==> config.mk <==
export PLATFORM = sky130hd
export DESIGN_NAME = music_play_ctrl
export DESIGN_NICKNAME = d
export VERILOG_FILES = /design/src/rtl/music_ctrl_pkg.sv /design/src/rtl/music_play_ctrl_beat_divider.sv /design/src/rtl/music_play_ctrl.sv
export SDC_FILE = /design/constraint.sdc
export NUM_CORES = 1
export LEC_CHECK = 0
export ABC_AREA = 1
export ABC_CLOCK_PERIOD_IN_PS = 2700
export CORE_UTILIZATION = 30
export CTS_BUF_LIST = sky130_fd_sc_hd__clkbuf_4
export DETAILED_ROUTE_END_ITERATION = 6
export SLEW_MARGIN = 20
export SYNTH_ARGS = -nofsm -noshare
export SYNTH_HDL_FRONTEND = slang
export SYNTH_HIERARCHICAL = 1
export SYNTH_SLANG_ARGS = --single-unit
==> constraint.sdc <==
create_clock -name clk -period 2.7 [get_ports clk]
set_input_delay 0.27 -clock clk [delete_from_list [all_inputs] [get_ports clk]]
set_output_delay 0.27 -clock clk [all_outputs]
set_load 0.005 [all_outputs]
==> src/rtl/music_ctrl_pkg.sv <==
// Shared types for the music player sequencer: FSM state encoding and
// key-priority indices (lower index = higher priority).
package music_ctrl_pkg;

    typedef enum logic [1:0] {
        MENU  = 2'd0,
        PLAY  = 2'd1,
        PAUSE = 2'd2
    } state_e;

    localparam int NUM_KEYS  = 6;
    localparam int KEY_ESC   = 0;
    localparam int KEY_ENTER = 1;
    localparam int KEY_FF    = 2;
    localparam int KEY_BF    = 3;
    localparam int KEY_UP    = 4;
    localparam int KEY_DOWN  = 5;

    function automatic logic [NUM_KEYS-1:0] legal_keys(input state_e s);
        logic [NUM_KEYS-1:0] m;
        m = '0;
        case (s)
            MENU: begin
                m[KEY_ENTER] = 1'b1;
                m[KEY_UP]    = 1'b1;
                m[KEY_DOWN]  = 1'b1;
            end
            PLAY, PAUSE: begin
                m[KEY_ESC]   = 1'b1;
                m[KEY_ENTER] = 1'b1;
                m[KEY_FF]    = 1'b1;
                m[KEY_BF]    = 1'b1;
            end
            default: m = '0;
        endcase
        return m;
    endfunction

    // One-hot of the lowest set index, i.e. the highest-priority key.
    function automatic logic [NUM_KEYS-1:0] pick_key(input logic [NUM_KEYS-1:0] k);
        logic [NUM_KEYS-1:0] r;
        r = '0;
        for (int i = NUM_KEYS - 1; i >= 0; i--) begin
            if (k[i]) begin
                r    = '0;
                r[i] = 1'b1;
            end
        end
        return r;
    endfunction

endpackage

==> src/rtl/music_play_ctrl_beat_divider.sv <==
// Beat timebase: counts 0..BEAT_DIV-1 while enabled; tc_o flags the terminal
// cycle. Clear dominates enable. Shared with the tone generator.
module beat_divider #(
    parameter int BEAT_DIV = 12_500_000
) (
    input  logic clk,
    input  logic rst,
    input  logic en_i,
    input  logic clr_i,
    output logic tc_o
);

    localparam int               CNT_W = (BEAT_DIV > 1) ? $clog2(BEAT_DIV) : 1;
    localparam logic [CNT_W-1:0] LAST  = CNT_W'(BEAT_DIV - 1);

    logic [CNT_W-1:0] cnt_q;
    logic [CNT_W-1:0] cnt_d;

    assign tc_o = en_i && (cnt_q == LAST);

    always_comb begin
        cnt_d = cnt_q;
        if (clr_i) begin
            cnt_d = '0;
        end else if (en_i) begin
            cnt_d = (cnt_q == LAST) ? '0 : cnt_q + 1'b1;
        end
    end

    always_ff @(posedge clk or posedge rst) begin
        if (rst) begin
            cnt_q <= '0;
        end else begin
            cnt_q <= cnt_d;
        end
    end

endmodule

==> src/rtl/music_play_ctrl.sv <==
// Playback sequencer: MENU/PLAY/PAUSE FSM, song select and beat address.
// Define AUTO_NEXT_EN to roll into the next song at song end instead of returning to MENU.
module music_play_ctrl
    import music_ctrl_pkg::*;
#(
    parameter int NUM_SONGS = 4,
    parameter int SONG_LEN  = 512,
    parameter int SEEK_STEP = 32,
    parameter int BEAT_DIV  = 12_500_000
) (
    input  logic                         clk,
    input  logic                         rst,
    input  logic                         key_up,
    input  logic                         key_down,
    input  logic                         key_enter,
    input  logic                         key_esc,
    input  logic                         key_ff,
    input  logic                         key_bf,
    output logic [$clog2(NUM_SONGS)-1:0] song_sel,
    output logic [$clog2(SONG_LEN)-1:0]  beat_addr,
    output logic                         playing,
    output logic                         in_menu,
    output logic                         beat_tick,
    output logic                         song_end
);

    localparam int                SEL_W      = $clog2(NUM_SONGS);
    localparam int                ADDR_W     = $clog2(SONG_LEN);
    localparam logic [SEL_W-1:0]  SEL_LAST   = SEL_W'(NUM_SONGS - 1);
    localparam logic [ADDR_W-1:0] ADDR_LAST  = ADDR_W'(SONG_LEN - 1);
    localparam logic [ADDR_W:0]   ADDR_LAST_X = (ADDR_W + 1)'(SONG_LEN - 1);
    localparam logic [ADDR_W:0]   STEP_X     = (ADDR_W + 1)'(SEEK_STEP);

    state_e              state_q, state_d;
    logic [SEL_W-1:0]    sel_q, sel_d, sel_inc;
    logic [ADDR_W-1:0]   addr_q, addr_d, ff_addr, bf_addr;
    logic                tick_q, tick_d, end_q, end_d;
    logic                playing_q, in_menu_q;
    logic [NUM_KEYS-1:0] keys, act;
    logic                div_en, div_clr, div_tc;
    logic [ADDR_W:0]     addr_x, ff_sum, bf_diff;

    assign keys[KEY_ESC]   = key_esc;
    assign keys[KEY_ENTER] = key_enter;
    assign keys[KEY_FF]    = key_ff;
    assign keys[KEY_BF]    = key_bf;
    assign keys[KEY_UP]    = key_up;
    assign keys[KEY_DOWN]  = key_down;
    assign act = pick_key(keys & legal_keys(state_q));

    // Any acted key in PLAY stalls the divider: enter holds it, seek/esc clear it,
    // so a seek coinciding with terminal count never produces a tick.
    assign div_en = (state_q == PLAY) && (act == '0);

    beat_divider #(
        .BEAT_DIV(BEAT_DIV)
    ) u_beat_divider (
        .clk  (clk),
        .rst  (rst),
        .en_i (div_en),
        .clr_i(div_clr),
        .tc_o (div_tc)
    );

    // Seek in ADDR_W+1 bits; the top bit of the difference is the borrow.
    assign addr_x  = {1'b0, addr_q};
    assign ff_sum  = addr_x + STEP_X;
    assign bf_diff = addr_x - STEP_X;
    assign ff_addr = (ff_sum > ADDR_LAST_X) ? ADDR_LAST : ff_sum[ADDR_W-1:0];
    assign bf_addr = bf_diff[ADDR_W] ? '0 : bf_diff[ADDR_W-1:0];
    assign sel_inc = (sel_q == SEL_LAST) ? '0 : sel_q + 1'b1;

    always_comb begin
        state_d = state_q;
        sel_d   = sel_q;
        addr_d  = addr_q;
        tick_d  = 1'b0;
        end_d   = 1'b0;
        div_clr = 1'b0;
        case (state_q)
            MENU: begin
                if (act[KEY_ENTER]) begin
                    addr_d  = '0;
                    div_clr = 1'b1;
                    state_d = PLAY;
                end else if (act[KEY_UP]) begin
                    sel_d = (sel_q == '0) ? SEL_LAST : sel_q - 1'b1;
                end else if (act[KEY_DOWN]) begin
                    sel_d = sel_inc;
                end
            end
            PLAY, PAUSE: begin
                if (act[KEY_ESC]) begin
                    state_d = MENU;
                    addr_d  = '0;
                    div_clr = 1'b1;
                end else if (act[KEY_ENTER]) begin
                    state_d = (state_q == PLAY) ? PAUSE : PLAY;
                end else if (act[KEY_FF]) begin
                    addr_d  = ff_addr;
                    div_clr = 1'b1;
                end else if (act[KEY_BF]) begin
                    addr_d  = bf_addr;
                    div_clr = 1'b1;
                end else if (div_tc) begin
                    tick_d = 1'b1;
                    if (addr_q == ADDR_LAST) begin
                        end_d  = 1'b1;
                        addr_d = '0;
`ifdef AUTO_NEXT_EN
                        sel_d  = sel_inc;
`else
                        state_d = MENU;
`endif
                    end else begin
                        addr_d = addr_q + 1'b1;
                    end
                end
            end
            default: state_d = MENU;
        endcase
    end

    always_ff @(posedge clk or posedge rst) begin
        if (rst) begin
            state_q   <= MENU;
            sel_q     <= '0;
            addr_q    <= '0;
            tick_q    <= 1'b0;
            end_q     <= 1'b0;
            playing_q <= 1'b0;
            in_menu_q <= 1'b1;
        end else begin
            state_q   <= state_d;
            sel_q     <= sel_d;
            addr_q    <= addr_d;
            tick_q    <= tick_d;
            end_q     <= end_d;
            playing_q <= (state_d == PLAY);
            in_menu_q <= (state_d == MENU);
        end
    end

    assign song_sel  = sel_q;
    assign beat_addr = addr_q;
    assign playing   = playing_q;
    assign in_menu   = in_menu_q;
    assign beat_tick = tick_q;
    assign song_end  = end_q;

endmodule

== Word level (Yosys, flattened, before mapping) ==
Index checks and enable logic that the tools add are counted.
Widths: inputs -> output; s select.
Storage, ports and cells
  register bits after elaboration: 41
  input bits: 8
  word-level logic and storage cells: 94
Cells by class
  $add $sub $neg: 6
  magnitude comparators: 1
  equality and inequality tests: 9
  mux-type cells: 55
  bitwise gates (word level): 2
  reduce and logical (&&, ||, !) cells: 13
Operators by type and width (count)
  $mux 9: 9
  $mux 24: 3
  $mux 6: 6
  $mux 2: 14
  $add 24x1->24 const B: 1
  $eq 24x24->1 const B: 1
  $mux 1: 20
  $pmux 9 s2: 1
  $add 9x6->10 const B: 1
  $gt 10x9->1 const B: 1
  $sub 9x6->10 const B: 1
  $add 9x1->9 const B: 1
  $eq 9x9->1 const B: 1
  $and 6x6->6: 1
  $logic_not 2->1: 3
  $logic_not 6->1: 1
  $reduce_bool 2->1: 3
  $ne 5x5->1 const B: 1
  $eq 2x1->1 const B: 2
  $eq 2x2->1 const B: 2
  $pmux 2 s2: 1
  $reduce_and 4->1: 1
  $ne 3x3->1 const B: 1
  $reduce_and 3->1: 1
  8 further kinds: 9

== Logic depth before layout (Yosys ltp) ==
Gate-level depths: netlist of run 1.
  depth after elaboration: 20
  gate-level depth with buffers: 19
  gate-level depth less buffers: 19

== Modules after synthesis ==
The synthesis of run 1 kept the hierarchy.
By module, submodules not included
  beat_divider: instances 1, cells each 237, area an instance 1555.2 um^2
  music_play_ctrl: instances 1, cells each 208, area an instance 1453.9 um^2

== Worst setup path before layout of run 1 ==
OpenSTA, ideal clock, no wires.
  path kind: register -> register
  from: reg state_q[0]
  to: reg u_beat_divider.cnt_q[20]
  data arrival time: 2.273 ns
  slack: 0.310 ns
  stages on the path, launching flop included: 17
  path buffers: 0
  period minus slack after synthesis: 2.390 ns
  cell sequence: dfrtp_1 > inv_1 > ha_1 > nand2_2 > inv_2 > nor2_1 > nand2_1 > nor2_1 > nand2_1 > nor2_1 > nor2_2 > nor2_1 > nand2_1 > nor2_1 > nand3_1 > nand3_1 > nor2_1
RTL lines
  start, declared: RTL line music_play_ctrl.sv:34  | state_e state_q, state_d;
  start signal, assigned: RTL line music_play_ctrl.sv:134  | state_q <= state_d;
  $logic_not 2->1: RTL line music_ctrl_pkg.sv:22  | case (s)
  $mux 2: RTL line music_ctrl_pkg.sv:22
  $and 6x6->6: RTL line music_play_ctrl.sv:49  | assign act = pick_key(keys & legal_keys(state_q));
  $mux 6 (6 in series): RTL line music_ctrl_pkg.sv:44  | if (k[i]) begin
  $logic_not 6->1: RTL line music_play_ctrl.sv:53  | assign div_en = (state_q == PLAY) && (act == '0);
  $logic_and 1x1->1 *: RTL line music_play_ctrl.sv:53
  named net div_en: RTL line music_play_ctrl.sv:40  | logic div_en, div_clr, div_tc;
  $reduce_bool 2->1 (no source line) *
  end signal, assigned: RTL line music_play_ctrl_beat_divider.sv:34  | cnt_q <= cnt_d;
  end, declared: RTL line music_play_ctrl_beat_divider.sv:16  | logic [CNT_W-1:0] cnt_q;
The timed path passes the listed nets; every way through them passes the cells marked *.
A chain may end at the register's enable or synchronous reset.

== Final worst setup path of run 1 ==
  from: reg state_q[0]
  to: reg u_beat_divider.cnt_q[18]
The elaborated chain is that of the path after synthesis.

==> flow_summary.yaml, run 1 <==
outcome:
  status: "complete, no violations"
placed_design:
  place.gp.congestion: 0.919
  io_buffers: 22
  dp_hpwl_um: 5610
  postPlaceCellArea_mm2: 0.00344
floorplan:
  rows: 36
  die_h_um: 102
  io_pins: 23
  die_w_um: 102
  start_util: 0.309
  coreArea_mm2: 0.00973
  dieArea_mm2: 0.0104
routing:
  drtPass1Iterations: 5
  wl_per_cell_um: 11.8
  ant_nets: 0
  drt_iter0_drc: 104
  wirelength_um: 7270
  drc: 0
  route.vias.total: 2809
  vias_per_cell: 4.56
synthesis:
  synth-seq-cells: 41
  synth_area_leader_cell: "dfrtp_1"
  synth-seq-area-share: 0.341
  ys_types: 34
  ys_warn_count: 6
  syn_avg_cell_area_um2: 6.76
  synth_top_area_frac: 0.333
  synth_cells: 445
  synth_area_leaders: "dfrtp_1 (33%), nand2_1 (16%), nor2_1 (9.4%)"
  syn_area_mm2: 0.00301
  syn_nets: 463
cells_and_area:
  antenna_cells: 0
  syn_to_final_growth_pct: 18.3
  fin_nets: 500
  drive_above_1_share: 0.124
  final_common_cell: "nand2_1"
  final_cell_area_mm2: 0.00356
  fin_util: 0.366
  fillers: 1072
  layout_common_cells: "nand2_1 (131), nor2_1 (72), inv_1 (54)"
clock_network:
  htreeDepth: 2
  root_buffer: "clkbuf_4"
  cts_buffers: 5
  clk_latency_ns: 0.36
  clockBufferDepth: 2
  cts.sinks: 41
  cts_tree: "built"
  clk_pin_slew_ns: 0.14
setup_path:
  cpMostUsedCell: "nand2_1"
  worstPathBufferInverterCount: 3
  r2r_end: "u_beat_divider/cnt_q[18]"
  critical_path.top_delay_family: "simple AND/OR/NAND/NOR gates"
  slowest_stage: "dfrtp_1"
  worst_ep_arrival_time_ns: 2.76
  cp_max_fo: 5
  worst_setup_path_end_kind: "flip-flop"
  r2r_slack_ns: 0.24
  critPathKind: "reg2reg"
  reg2reg_depth: 17
  worstPathCellList: "inv_1 > ha_4 > nand2_2 > inv_2 > nor2_1 > nand2_1 > nor2_1 > nand2_1 > nor2_4 > nor2_2 > inv_1 > nand3_1 > nor2_1 > nand2_1 > nand2_1 > nand2_1 > nor2_1"
  r2r-start: "state_q[0]"
  setup.worst_path.start_class: "flip-flop"
  critPathMaxStageDelay_ns: 0.42
  required_ns: 3.00
grt:
  gr-usage-all-layers: 0.153
  gr-total-overflow: 0
  grt_antenna_before_repair: 0
  grt_max_degree: 25
  grt_pass1_wl_um: 12600
  grt_pass1_vias: 2760
power:
  leakagePower_nw: 1.65
  vdd_ir_drop_max_v: 0.000342
  p_total_mw: 2.97
  p_per_area_mw_per_mm2: 834
sta:
  setup_violations: 0
  rsz0062_at_grt: "no"
  worstMarginPinSlew_ns: 0.727
  period_needed_ns: 2.46
  final.period_utilization: 0.912
  finalHoldViolCount: 0
  setup_tns_ns: 0
  maxSlewViolCount: 0
  clock_skew_ns: 0.0140
  slew_headroom: 0.515
  max_freq_ghz: 0.406
flow_run:
  maxCapViolations: 0
min_path:
  hp-class: "in2async"
==> Yosys cell counts <==
cell and instances:
nor4_1 1, xor2_1 9, inv_2 6, nand2_2 6, nor2_2 5, a21oi_1 10
buf_6 1, o21ai_0 15, nand3_2 3, o21bai_1 1, nand3b_1 1, a211oi_1 2
buf_2 1, nor2_1 75, a21o_1 1, ha_1 10, nor3_4 1, or2_2 1
o21ai_1 3, a21oi_2 1, dfstp_2 1, xnor2_1 3, a21oi_4 1, nand4_1 7
inv_1 55, nand3_1 36, and2_1 3, nand2_4 7, nand3_4 1, dfrtp_1 40
nand2_1 131, o21ai_2 1, nor2_4 4, nor3_1 2
==> worst reg2reg max path: stages, from the launching register on <==
cell	delay, ns
dfrtp_1	0.42
inv_1	0.09
ha_4	0.26
nand2_2	0.10
inv_2	0.06
nor2_1	0.12
nand2_1	0.08
nor2_1	0.13
nand2_1	0.11
nor2_4	0.14
nor2_2	0.08
inv_1	0.16
nand3_1	0.15
nor2_1	0.20
nand2_1	0.09
nand2_1	0.07
nand2_1	0.05
nor2_1	0.07
==> flip-flops by register name, indices dropped and copies added, names as in the netlist <==
| register | count |
|---|---|
| u_beat_divider/cnt_q | 24 |
| beat_addr | 9 |
| song_sel | 2 |
| state_q | 2 |
| beat_tick | 1 |
| in_menu | 1 |
| playing | 1 |
| song_end | 1 |
==> power breakdown <==
group	total (mW)	internal (mW)	switching (mW)	leakage [nW]
logic	1.72	0.674	1.04	1.05
registers	0.839	0.717	0.122	0.561
clock network	0.415	0.192	0.223	0.0389
total	2.97	1.58	1.39	1.65
==> worst max-delay path by stage <==
stage / startpoint / end / slack (ns) / cells past startpoint
2_1_floorplan: state_q[0] / u_beat_divider/cnt_q[20] / 0.31 / 16
3_3_place_gp: state_q[0] / beat_addr[1] / 0.10 / 18
6_report: state_q[0] / u_beat_divider/cnt_q[18] / 0.24 / 17
5_1_grt: state_q[0] / in_menu / 0.006 / 19
4_1_cts: state_q[0] / in_menu / 0.02 / 19
3_5_place_dp: state_q[0] / beat_addr[2] / 0.05 / 18
==> cells by family after synthesis <==
| logic type | after synthesis | share of synthesized area |
|---|---|---|
| AND/OR/NAND/NOR | 284 | 0.433 |
| buffers and inverters | 63 | 0.0815 |
| flip-flops | 41 | 0.341 |
| AO/OA/AOI/OAI | 35 | 0.0678 |
| XOR/XNOR | 12 | 0.0349 |
| adder cells (fa/ha/maj) | 10 | 0.0416 |
==> what timing repair did <==
action | in CTS | in global routing
hold buffers | 0 | 0
setup endpoints to repair | 0 | 31
resized for setup | 0 | 6
setup buffers | 0 | 2
==> layer usage <==
layer / track usage / vias to the layer above / share of wire
met5: 0 / - / 0
met4: 0.0297 / 0 / 0.0050
met3: 0.0226 / 4 / 0.027
met2: 0.274 / 49 / 0.49
met1: 0.195 / 1297 / 0.48
li1: - / 1459 / -
==> metrics by stage <==
stage / hold slack [ns] / cells / setup slack, ns
floorplan: 0.195 / 445 / 0.310
global placement: 0.491 / 606 / 0.101
detailed placement: 0.502 / 606 / 0.0540
CTS: 0.284 / 614 / 0.0175
global route: 0.280 / 616 / 0.00633
finish: 0.276 / 616 / 0.239
==> final cells by class <==
type | instances | area [um2] | area share
sequential | 41 | 1030 | 0.289
clock buffer | 5 | 37.5 | 0.0105
tap | 133 | 166 | 0.0468
inverter | 61 | 229 | 0.0643
multi-input combinational | 341 | 1760 | 0.495
timing repair buffer | 32 | 295 | 0.0830
clock inverter | 3 | 41.3 | 0.0116
(Power assumes the default switching activity.)
==> run 2, diff against run 1 <==
CORE_MARGIN = 3   (was default)
SLEW_MARGIN = default   (was 20)
==> run 2 against run 1 <==
Against the previous run: sequential share of layout area grew 0.14 points; sequential cell count is the same; die area grew 8.0%; critical path type unchanged; critical endpoint is now u_beat_divider/cnt_q[19]; highest routed layer unchanged.
==> flow_summary.yaml, run 2 (synthesis gave the netlist of run 1 again) <==
outcome:
  status: "complete, no violations"
floorplan:
  coreArea_mm2: 0.00950
  start_util: 0.317
  die_w_um: 106
  dieArea_mm2: 0.0113
  die_h_um: 106
  io_pins: 23
  rows: 35
grt:
  gr-usage-all-layers: 0.133
  grt_pass1_vias: 2739
  grt_max_degree: 25
  grt_antenna_before_repair: 0
  grt_pass1_wl_um: 12400
  gr-total-overflow: 0
setup_path:
  worst_setup_path_end_kind: "flip-flop"
  cp_max_fo: 9
  setup.worst_path.start_class: "flip-flop"
  critPathKind: "reg2reg"
  worst_ep_arrival_time_ns: 2.74
  required_ns: 2.99
clock_network:
  clockBufferDepth: 2
  clk_pin_slew_ns: 0.14
  root_buffer: "clkbuf_4"
  cts_tree: "built"
  htreeDepth: 2
  cts_buffers: 5
  cts.sinks: 41
  clk_latency_ns: 0.35
sta:
  maxSlewViolCount: 0
  setup_tns_ns: 0
  finalHoldViolCount: 0
  worstMarginPinSlew_ns: 0.662
  max_freq_ghz: 0.409
  final.period_utilization: 0.906
  slew_headroom: 0.558
  clock_skew_ns: 0.0146
  setup_violations: 0
  period_needed_ns: 2.45
  hold_ws_ns: 0.288
  fin_ws_ns: 0.254
cells_and_area:
  final_cell_area_mm2: 0.00354
  final_cells: 606
  layout_common_cells: "nand2_1 (130), nor2_1 (69), inv_1 (54)"
  fillers: 1029
  fin_nets: 494
  syn_to_final_growth_pct: 17.7
  fin_util: 0.373
  antenna_cells: 0
  drive_above_1_share: 0.124
  final_common_cell: "nand2_1"
  largest_reg_flops: 24
  largest-register: "u_beat_divider/cnt_q"
power:
  p_per_area_mw_per_mm2: 820
  p_total_mw: 2.90
  leakagePower_nw: 1.63
  vdd_ir_drop_max_v: 0.000477
routing:
  drtPass1Iterations: 4
  drc: 0
  vias_per_cell: 4.58
  wirelength_um: 7110
  drt_iter0_drc: 113
  wl_per_cell_um: 11.7
  ant_nets: 0
  route.vias.total: 2774
placed_design:
  numPlacedInstances: 597
  pre_cts_ws_ns: -0.0233
  postPlaceCellArea_mm2: 0.00340
  dp_hpwl_um: 5550
  place.gp.congestion: 0.858
  io_buffers: 22
min_path:
  hp-class: "in2async"
flow_run:
  maxCapViolations: 0
## run 2: report_power, final
| part | internal (mW) | switching, mW | leakage (nW) |
|---|---|---|---|
| Clock | 0.203 | 0.209 | 0.0433 |
| Combinational | 0.630 | 1.02 | 1.02 |
| Sequential | 0.717 | 0.124 | 0.561 |
| Total | 1.55 | 1.35 | 1.63 |
## run 2: timing repair
| action | in CTS | in global routing |
|---|---|---|
| pin swaps | 0 | 2 |
| hold buffers | 0 | 0 |
| resized for setup | 1 | 15 |
| setup endpoints to repair | 13 | 30 |
| cloned | 0 | 0 |
| setup buffers | 0 | 1 |
## run 2: worst paths after layout
| kind | startpoint | endpoint | slack, ns | cells after the start |
|---|---|---|---|---|
| worst max-delay path | state_q[0] | u_beat_divider/cnt_q[19] | 0.25 | 16 |
| worst min-delay path | rst | u_beat_divider/cnt_q[9] | 0.29 | 3 |
| worst max register to register | state_q[0] | u_beat_divider/cnt_q[19] | 0.25 | 16 |
| worst min register to register | u_beat_divider/cnt_q[23] | u_beat_divider/cnt_q[23] | 0.53 | 2 |
| max in group asynchronous | rst | song_sel[0] | 1.93 | 2 |
| min in group clk | key_bf | beat_tick | 0.52 | 2 |
## run 2: routing by layer
metal  routed length (um)  vias up  share of wire  GRT usage
met5                    0        -              0          0
met4                   44        0         0.0062     0.0352
met3                  202        4          0.028     0.0206
met2                 3510       45           0.49      0.233
met1                 3350     1268           0.47      0.171
li1                     -     1457              -          -
## run 2: layout make-up
type / count / area (um2) / area share
clock buffers: 6 / 45.0 / 0.0127
clock inverters: 2 / 33.8 / 0.00954
inverters: 61 / 229 / 0.0647
multi-input cells: 341 / 1790 / 0.507
flip-flops and latches: 41 / 1030 / 0.290
well taps: 129 / 161 / 0.0456
repair buffers: 26 / 250 / 0.0707
## run 2: worst max-delay path: stages (launching register included)
cell,delay (ns)
dfrtp_1,0.43
inv_1,0.11
ha_4,0.23
nand2_2,0.10
inv_2,0.07
nor2_2,0.11
nand2_1,0.08
nor2_2,0.17
nand2_2,0.09
nor2_4,0.18
nor2_4,0.07
inv_1,0.14
buf_4,0.19
nand4_1,0.15
o21ai_1,0.14
nand2_1,0.06
nor2_1,0.08
